**src/rtl/config_pkg.sv**
```systemverilog
// Shared build configuration for the branch-predictor update path.
// Holds the queue entry layout, the commit width and the cfg_t record
// that parameterises bp_update_queue and its storage.
package config_pkg;

  // Number of resolved branches that can arrive from commit in one cycle.
  localparam int COMMIT_WIDTH = 2;

  // Widest history snapshot an entry can carry; narrower builds zero-extend.
  localparam int GHR_MAX_BITS = 32;

  // One pending predictor update: branch PC, fetch-time history and outcome.
  typedef struct packed {
    logic [31:0]             pc;
    logic [GHR_MAX_BITS-1:0] ghr;
    logic                    taken;
  } entry_t;

  // Build-wide configuration shared by the predictor blocks.
  typedef struct packed {
    int unsigned depth;
    int unsigned ghrBits;
  } cfg_t;

  localparam cfg_t DefaultCfg = '{depth: 8, ghrBits: 8};

endpackage

```
**src/rtl/bp_upd_fifo_2w1r.sv**
```systemverilog
// Circular buffer with two write ports and one read port.
// Write port 1 is only used together with write port 0, so the two
// writes always land on consecutive slots starting at the tail.
// Occupancy is tracked by an explicit count so that full and empty are
// never confused when head and tail point at the same slot.
module bp_upd_fifo_2w1r
  import config_pkg::*;
#(
  parameter  int DEPTH = 8,
  localparam int AW    = $clog2(DEPTH),
  localparam int CW    = AW + 1
) (
  input  logic          clk_i,
  input  logic          rst_i,
  input  logic          wr0_en_i,
  input  entry_t        wr0_data_i,
  input  logic          wr1_en_i,
  input  entry_t        wr1_data_i,
  input  logic          rd_en_i,
  output entry_t        rd_data_o,
  output logic [CW-1:0] count_o
);

  entry_t        mem_q [DEPTH];
  logic [AW-1:0] head_q, head_d;
  logic [AW-1:0] tail_q, tail_d;
  logic [AW-1:0] tail1;
  logic [CW-1:0] count_q, count_d;
  logic [1:0]    numWr;

  assign tail1     = tail_q + AW'(1);
  assign rd_data_o = mem_q[head_q];
  assign count_o   = count_q;

  // Next pointers and occupancy; power-of-two depth makes the wrap free.
  always_comb begin
    numWr   = 2'(wr0_en_i) + 2'(wr1_en_i);
    tail_d  = tail_q + AW'(numWr);
    head_d  = head_q + AW'(rd_en_i);
    count_d = count_q + CW'(numWr) - CW'(rd_en_i);
  end

  // Pointer and count registers, cleared by the synchronous reset.
  always_ff @(posedge clk_i) begin
    if (rst_i) begin
      head_q  <= '0;
      tail_q  <= '0;
      count_q <= '0;
    end else begin
      head_q  <= head_d;
      tail_q  <= tail_d;
      count_q <= count_d;
    end
  end

  // Entry storage; contents are meaningless until written, so no reset.
  always_ff @(posedge clk_i) begin
    if (wr0_en_i) begin
      mem_q[tail_q] <= wr0_data_i;
    end
    if (wr1_en_i) begin
      mem_q[tail1] <= wr1_data_i;
    end
  end

endmodule

```
**src/rtl/bp_update_queue.sv**
```systemverilog
// Branch-predictor update queue: buffers up to two resolved branches per
// cycle from commit and replays them one per cycle to the predictor.
// Optional feature macro: BPU_UPD_FILTER_EN -- when defined, lanes that
// were predicted confidently and correctly are dropped instead of queued
// and counted in filtered_cnt_o; when undefined every accepted lane is
// queued and filtered_cnt_o is tied to zero.
module bp_update_queue
  import config_pkg::*;
#(
  parameter  cfg_t Cfg      = DefaultCfg,
  parameter  int   DEPTH    = int'(Cfg.depth),
  parameter  int   GHR_BITS = int'(Cfg.ghrBits),
  localparam int   CW       = $clog2(DEPTH) + 1
) (
  input  logic                                clk_i,
  input  logic                                rst_i,
  input  logic [COMMIT_WIDTH-1:0]             commit_valid_i,
  input  logic [COMMIT_WIDTH-1:0][31:0]       commit_pc_i,
  input  logic [COMMIT_WIDTH-1:0][GHR_BITS-1:0] commit_ghr_i,
  input  logic [COMMIT_WIDTH-1:0]             commit_taken_i,
  input  logic [COMMIT_WIDTH-1:0]             commit_confident_i,
  input  logic [COMMIT_WIDTH-1:0]             commit_mispredict_i,
  output logic                                commit_ready_o,
  output logic                                update_valid_o,
  output logic [31:0]                         update_pc_o,
  output logic [GHR_BITS-1:0]                 update_ghr_o,
  output logic                                update_taken_o,
  input  logic                                update_stall_i,
  output logic [CW-1:0]                       count_o,
  output logic [15:0]                         filtered_cnt_o
);

  logic [COMMIT_WIDTH-1:0] accept;
  logic [COMMIT_WIDTH-1:0] keep;
  logic [COMMIT_WIDTH-1:0] filtered;
  entry_t                  laneEntry [COMMIT_WIDTH];
  logic                    wr0En;
  logic                    wr1En;
  entry_t                  wr0Data;
  entry_t                  wr1Data;
  logic                    pop;
  entry_t                  headEntry;
  logic [CW-1:0]           count;

  // Readiness looks only at the registered count: two free slots needed,
  // with no credit for an entry leaving in the same cycle.
  assign commit_ready_o = (count <= CW'(DEPTH - 2));

  assign update_valid_o = (count != '0);
  assign update_pc_o    = headEntry.pc;
  assign update_ghr_o   = headEntry.ghr[GHR_BITS-1:0];
  assign update_taken_o = headEntry.taken;
  assign count_o        = count;

  // The head stays put while the predictor stalls, so outputs hold.
  assign pop = update_valid_o & ~update_stall_i;

  // Per-lane acceptance, optional filtering and entry formatting.
  always_comb begin
    accept   = '0;
    keep     = '0;
    filtered = '0;
    for (int l = 0; l < COMMIT_WIDTH; l++) begin
      laneEntry[l]       = '0;
      laneEntry[l].pc    = commit_pc_i[l];
      laneEntry[l].ghr   = GHR_MAX_BITS'(commit_ghr_i[l]);
      laneEntry[l].taken = commit_taken_i[l];
      accept[l]          = commit_valid_i[l] & commit_ready_o;
`ifdef BPU_UPD_FILTER_EN
      filtered[l] = accept[l] & commit_confident_i[l] & ~commit_mispredict_i[l];
`else
      filtered[l] = 1'b0;
`endif
      keep[l] = accept[l] & ~filtered[l];
    end
  end

  // Compact surviving lanes onto the FIFO write ports, oldest first, so a
  // lone lane 1 still lands exactly at the tail.
  always_comb begin
    wr0En   = keep[0] | keep[1];
    wr1En   = keep[0] & keep[1];
    wr0Data = keep[0] ? laneEntry[0] : laneEntry[1];
    wr1Data = laneEntry[1];
  end

  bp_upd_fifo_2w1r #(
    .DEPTH (DEPTH)
  ) u_fifo (
    .clk_i      (clk_i),
    .rst_i      (rst_i),
    .wr0_en_i   (wr0En),
    .wr0_data_i (wr0Data),
    .wr1_en_i   (wr1En),
    .wr1_data_i (wr1Data),
    .rd_en_i    (pop),
    .rd_data_o  (headEntry),
    .count_o    (count)
  );

`ifdef BPU_UPD_FILTER_EN
  logic [15:0] filtCnt_q, filtCnt_d;
  logic [16:0] filtSum;

  // Saturating accumulation of lanes dropped by the filter.
  always_comb begin
    filtSum   = {1'b0, filtCnt_q} + 17'(filtered[0]) + 17'(filtered[1]);
    filtCnt_d = filtSum[16] ? 16'hFFFF : filtSum[15:0];
  end

  // Filtered-branch counter register.
  always_ff @(posedge clk_i) begin
    if (rst_i) begin
      filtCnt_q <= '0;
    end else begin
      filtCnt_q <= filtCnt_d;
    end
  end

  assign filtered_cnt_o = filtCnt_q;
`else
  assign filtered_cnt_o = 16'h0000;
`endif

endmodule

```
**config.mk**
```make
export PLATFORM = sky130hd
export DESIGN_NAME = bp_update_queue
export DESIGN_NICKNAME = d
export VERILOG_FILES = /design/src/rtl/config_pkg.sv /design/src/rtl/bp_upd_fifo_2w1r.sv /design/src/rtl/bp_update_queue.sv
export SDC_FILE = /design/constraint.sdc
export NUM_CORES = 1
export LEC_CHECK = 0
export ABC_CLOCK_PERIOD_IN_PS = 6200
export CAP_MARGIN = 20
export CORE_ASPECT_RATIO = 1.25
export CORE_UTILIZATION = 58
export CTS_CLUSTER_DIAMETER = 100
export DETAILED_ROUTE_END_ITERATION = 7
export PLACE_DENSITY = 0.8
export SLEW_MARGIN = 20
export SYNTH_ARGS = -nofsm -noshare
export SYNTH_HDL_FRONTEND = slang
export SYNTH_SLANG_ARGS = --single-unit
```
**constraint.sdc**
```tcl
create_clock -name clk_i -period 6.2 [get_ports clk_i]
set_clock_uncertainty 0.1 [all_clocks]
set_input_delay 0.62 -clock clk_i [delete_from_list [all_inputs] [get_ports clk_i]]
set_output_delay 0.62 -clock clk_i [all_outputs]
set_load 0.01 [all_outputs]
```
# Word level (Yosys, flattened, before mapping)
# Memories as Yosys holds them, arrays and structs flattened. A register that Yosys moved wholly into a read port is not among the register bits.
# Index checks and enable logic that the tools add are counted.
# word_totals
n_memories,1
word_cells,24
reg_bits,10
inputBits,91
ram_bits,520
out_inout_bits,63
# classes
muxes,6
n_addsub,6
n_bitwise,6
n_reduce_logical,1
order_cmp,1
# memory_table
memory,words,width,rd,rd_clocked_by_memory_dff,write_ports,line,source
u_fifo.mem_q,8,65,1,1,2,bp_upd_fifo_2w1r.sv:24,entry_t mem_q [DEPTH];
# ops
operator,count
two-way mux 65 bit,1
adder 4 x 2 -> 4 bit,1
bitwise AND 1 bit,4
"less-or-equal comparator 4 x 3 -> 1 bit, second input constant",1
two-way mux 1 bit,4
nonzero test 4 bit,1
subtractor 4 x 1 -> 4 bit,1
adder 3 x 1 -> 3 bit,1
"adder 3 x 1 -> 3 bit, second input constant",1
adder 3 x 2 -> 3 bit,1
two-way mux 3 bit,1
adder 1 x 1 -> 2 bit,1
inverter 1 bit,1
OR 1 bit,1

# Longest topological paths before layout
# depth
depth_word,6
mapped_depth,14
depth_no_buf,14

# Modules after synthesis
# A second synthesis with hierarchy kept.
# unflattened
hier_cells,1475
hier_area_um2,27432.6
# by_module_without_submodules
mod,instances,area_each_um2,seq_area_each_um2,cells_each
bp_upd_fifo_2w1r,1,26591.8,15815.2,1407
bp_update_queue,1,840.8,0.0,68

# Worst setup path after synthesis
# No wires, ideal clock.
# synth_path
kind,reg-to-reg
from,"reg u_fifo.count_q[3], in the netlist u_fifo.count_o[3]"
to,"mem u_fifo.mem_q[0][0] in the netlist's numbering, enable pin"
path_stages_with_launch,10
slack_ps,640
synth_period_minus_slack_ps,5560
arrival_ps,4957
n_path_buf,0
required_time_ps,5597
setup_time_ps,503
path_cell_list,dfxtp_1 inv_1 ha_1 and2_1 mux2i_1 and2_1 inv_1 ha_1 or2_2 o32ai_1
# synth_rtl
element,line,source
from (decl),bp_upd_fifo_2w1r.sv:28,"logic [CW-1:0] count_q, count_d;"
from (signal assigned),bp_upd_fifo_2w1r.sv:52,count_q <= count_d;
to (decl),bp_upd_fifo_2w1r.sv:24,

==> flow_summary.ini <==
[run_status]
status = completed

[global_route]
grt_pass1_vias = 9895
grt_use_total_pct = 26.94
gr-total-overflow = 0
grt_pass1_wl_microns = 60000
antenna_found_initial = 2
grt_max_degree = 65

[cells_and_area]
final_cell_area_sq_um = 19960
layout_commonest_cell = edfxtp_1
area_growth_pct = 16.32
final_layout_size_suffix_gt1_share_pct = 43.32
fin_nets = 1193
multi_input_area_sq_um = 6807
post-route-util_pct = 68.44
num-fill-cells = 1952
seq_area_sq_um = 10060
layout_common_cells = edfxtp_1, mux2_2, clkdlybuf4s50_1, mux4_2, mux2_1

[route]
drt-total-wl_microns = 39810
ant_nets = 0
vias = 9391
viasPerCell = 6.236
drt-initial-drc-count = 663
drt_first_pass_iters = 4
drc_errors = 0
routedWlPerCell_microns = 26.43

[pwr]
fin_total_pwr_uw = 8523
ir_drop_uv = 316.6
p_leak_uw = 0.006452
clock_power_share_pct = 21.8
cellPowerDensity_nw_per_um2 = 427.0
p_sw_uw = 2631
seqPwrFrac_pct = 39.6
p_sw_share_pct = 30.86
combPwrFrac_pct = 38.6
internal-power_uw = 5893

[timing]
clock.fmax_mhz = 255.2
fin_setup_tns_ns = 0
slew_violations = 0
tightest_slew_ns = 1.153
maxSlewHeadroom_pct = 22.94
min_period_ns = 3.918
setup_viol = 0
fin_crit_sh_pct = 63.19
hold_viol = 0
rsz0062_at_grt = false

[setup_path]
required_ns = 5.48
crit_fanout = 64
crit_path_max_incr_delay_ns = 1.06
endpoint_kind = output pin
path_cells = buf_4, mux4_2, mux2_2, clkdlybuf4s50_1
critPathLaunchType = flip-flop
crit_family = flip-flops
arrival_ns = 3.20
crit_type = reg -> out
critPathBufInv = 2
critPathSlowestCell = dfxtp_4

[placement]
port_buffers = 133
place.gp.congestion = 0.7155
dp_hpwl_microns = 22980
place_area_sq_um = 18950

[clock_tree]
postCtsSetupBuffers = 0
ctsResizeCount = 0
htree_num_levels = 2
cts_root_buf = clkbuf_16
cts_buffers = 34
clkLatencyLatePin_ns = 0.51
clk_path_buf_depth = 3
cts_tree = built
clock-sinks = 338
path_clk_slew_ns = 0.06
cts_hold_buffers = 0

[floorplanning]
core-area_sq_um = 29170
ios = 154
row_count = 70
die_y_microns = 194.3
die_area_sq_um = 30280
die_x_microns = 155.9
start_util_pct = 58.84

[synth]
netlist_instances = 951
synth_warnings = 0
avgSynthCellArea_sq_um = 18.04
ys_ff_latch = 338
yosysTopAreaCell = edfxtp_1
synthTopCellsByArea = edfxtp_1, mux2_2, mux4_2
yosysSeqAreaShare_pct = 58.56
synth_cell_types = 35
syn_area_sq_um = 17160
yosys.area.top_type_share_pct = 57.40

[flow_run]
maxCapViolations = 0

[min_path]
hold_path_class = reg -> reg
worst register-to-register path, delay by kind of cell (launching register included):
family                   cells  cell delay, ns
AND/OR/NAND/NOR              5            1.56
flip-flops                   1            0.37
multiplexers                 2            0.57
buffers and inverters        2            0.58
adder cells (fa/ha/maj)      2            0.44
routing by layer:
layer | GRT usage, % | vias to the layer above | routed length [microns] | share of wire [%]
li1 | - | 4081 | - | -
met1 | 36.01 | 4945 | 16230 | 41
met3 | 3.545 | 57 | 2028 | 5.1
met4 | 7.589 | 0 | 812 | 2.0
met5 | 0 | - | 0 | 0
met2 | 46.25 | 308 | 20740 | 52
path summary, 6_finish.rpt:
check                              to  cells after the start  slack [ns]              start
setup / recovery      update_pc_o[18]                      4        2.28   u_fifo.head_q[1]
setup reg to reg  u_fifo.mem_q[5][50]                     11        2.32  u_fifo.count_o[3]
hold reg to reg      u_fifo.head_q[2]                      2        0.59   u_fifo.head_q[2]
hold / removal       u_fifo.head_q[2]                      2        0.59   u_fifo.head_q[2]
synth_stat cells, drive strengths merged:
cell type	n
fa	2
clkbuf	16
mux2i	1
nor3b	1
mux2	370
xnor2	4
o32ai	2
a31oi	2
nand2	10
inv	12
mux4	82
a21o	1
a21oi	4
dfxtp	10
nand2b	3
o21ai	4
xor2	2
ha	13
o22ai	2
edfxtp	328
nor2b	7
and2	2
buf	58
nand3	1
nor2	12
conb	1
or2	1
registers in the layout, indices dropped and copies added (netlist names):
signal          cells
u_fifo.head_q       3
u_fifo.tail_q       3
u_fifo.count_o      4
u_fifo.mem_q      328
cells by family after synthesis:
kind of cell             after synthesis  share of synthesized area, %
flip-flops                           338                         58.56
other                                  1                       0.02185
multiplexers                         453                         35.12
adder cells (fa/ha/maj)               15                         1.181
XOR/XNOR                               6                        0.3938
AO/OA/AOI/OAI                         15                        0.7438
buffers and inverters                 86                         2.917
AND/OR/NAND/NOR                       37                         1.057
stage by stage:
stage,instances,worst slack (ns),hold WS (ns)
after floorplan,966,0.6398,0.4573
after global placement,1444,2.091,0.5731
after detailed placement,1445,2.056,0.5769
after CTS,1502,1.898,0.5848
after global routing,1506,2.100,0.6074
final,1506,2.282,0.5947
power by group through the flow:
| stage | clock network, uW | registers, uW | logic, uW |
|---|---|---|---|
| floorplan | 0 | 3330 | 2180 |
| global placement | 0 | 3440 | 3210 |
| detailed placement | 0 | 3460 | 3260 |
| CTS | 1880 | 3420 | 3270 |
| global route | 1960 | 3420 | 3500 |
| finish | 1860 | 3370 | 3290 |
final cells by class:
cell class                 count  area share [%]
timing repair buffer         159           7.911
clock inverter                13          0.2946
inverter                      12          0.2382
antenna                        2         0.02507
tap                          396           2.482
clock buffer                  44           4.557
sequential                   338           50.39
multi-input combinational    542           34.10
(Power assumes the default switching activity.)
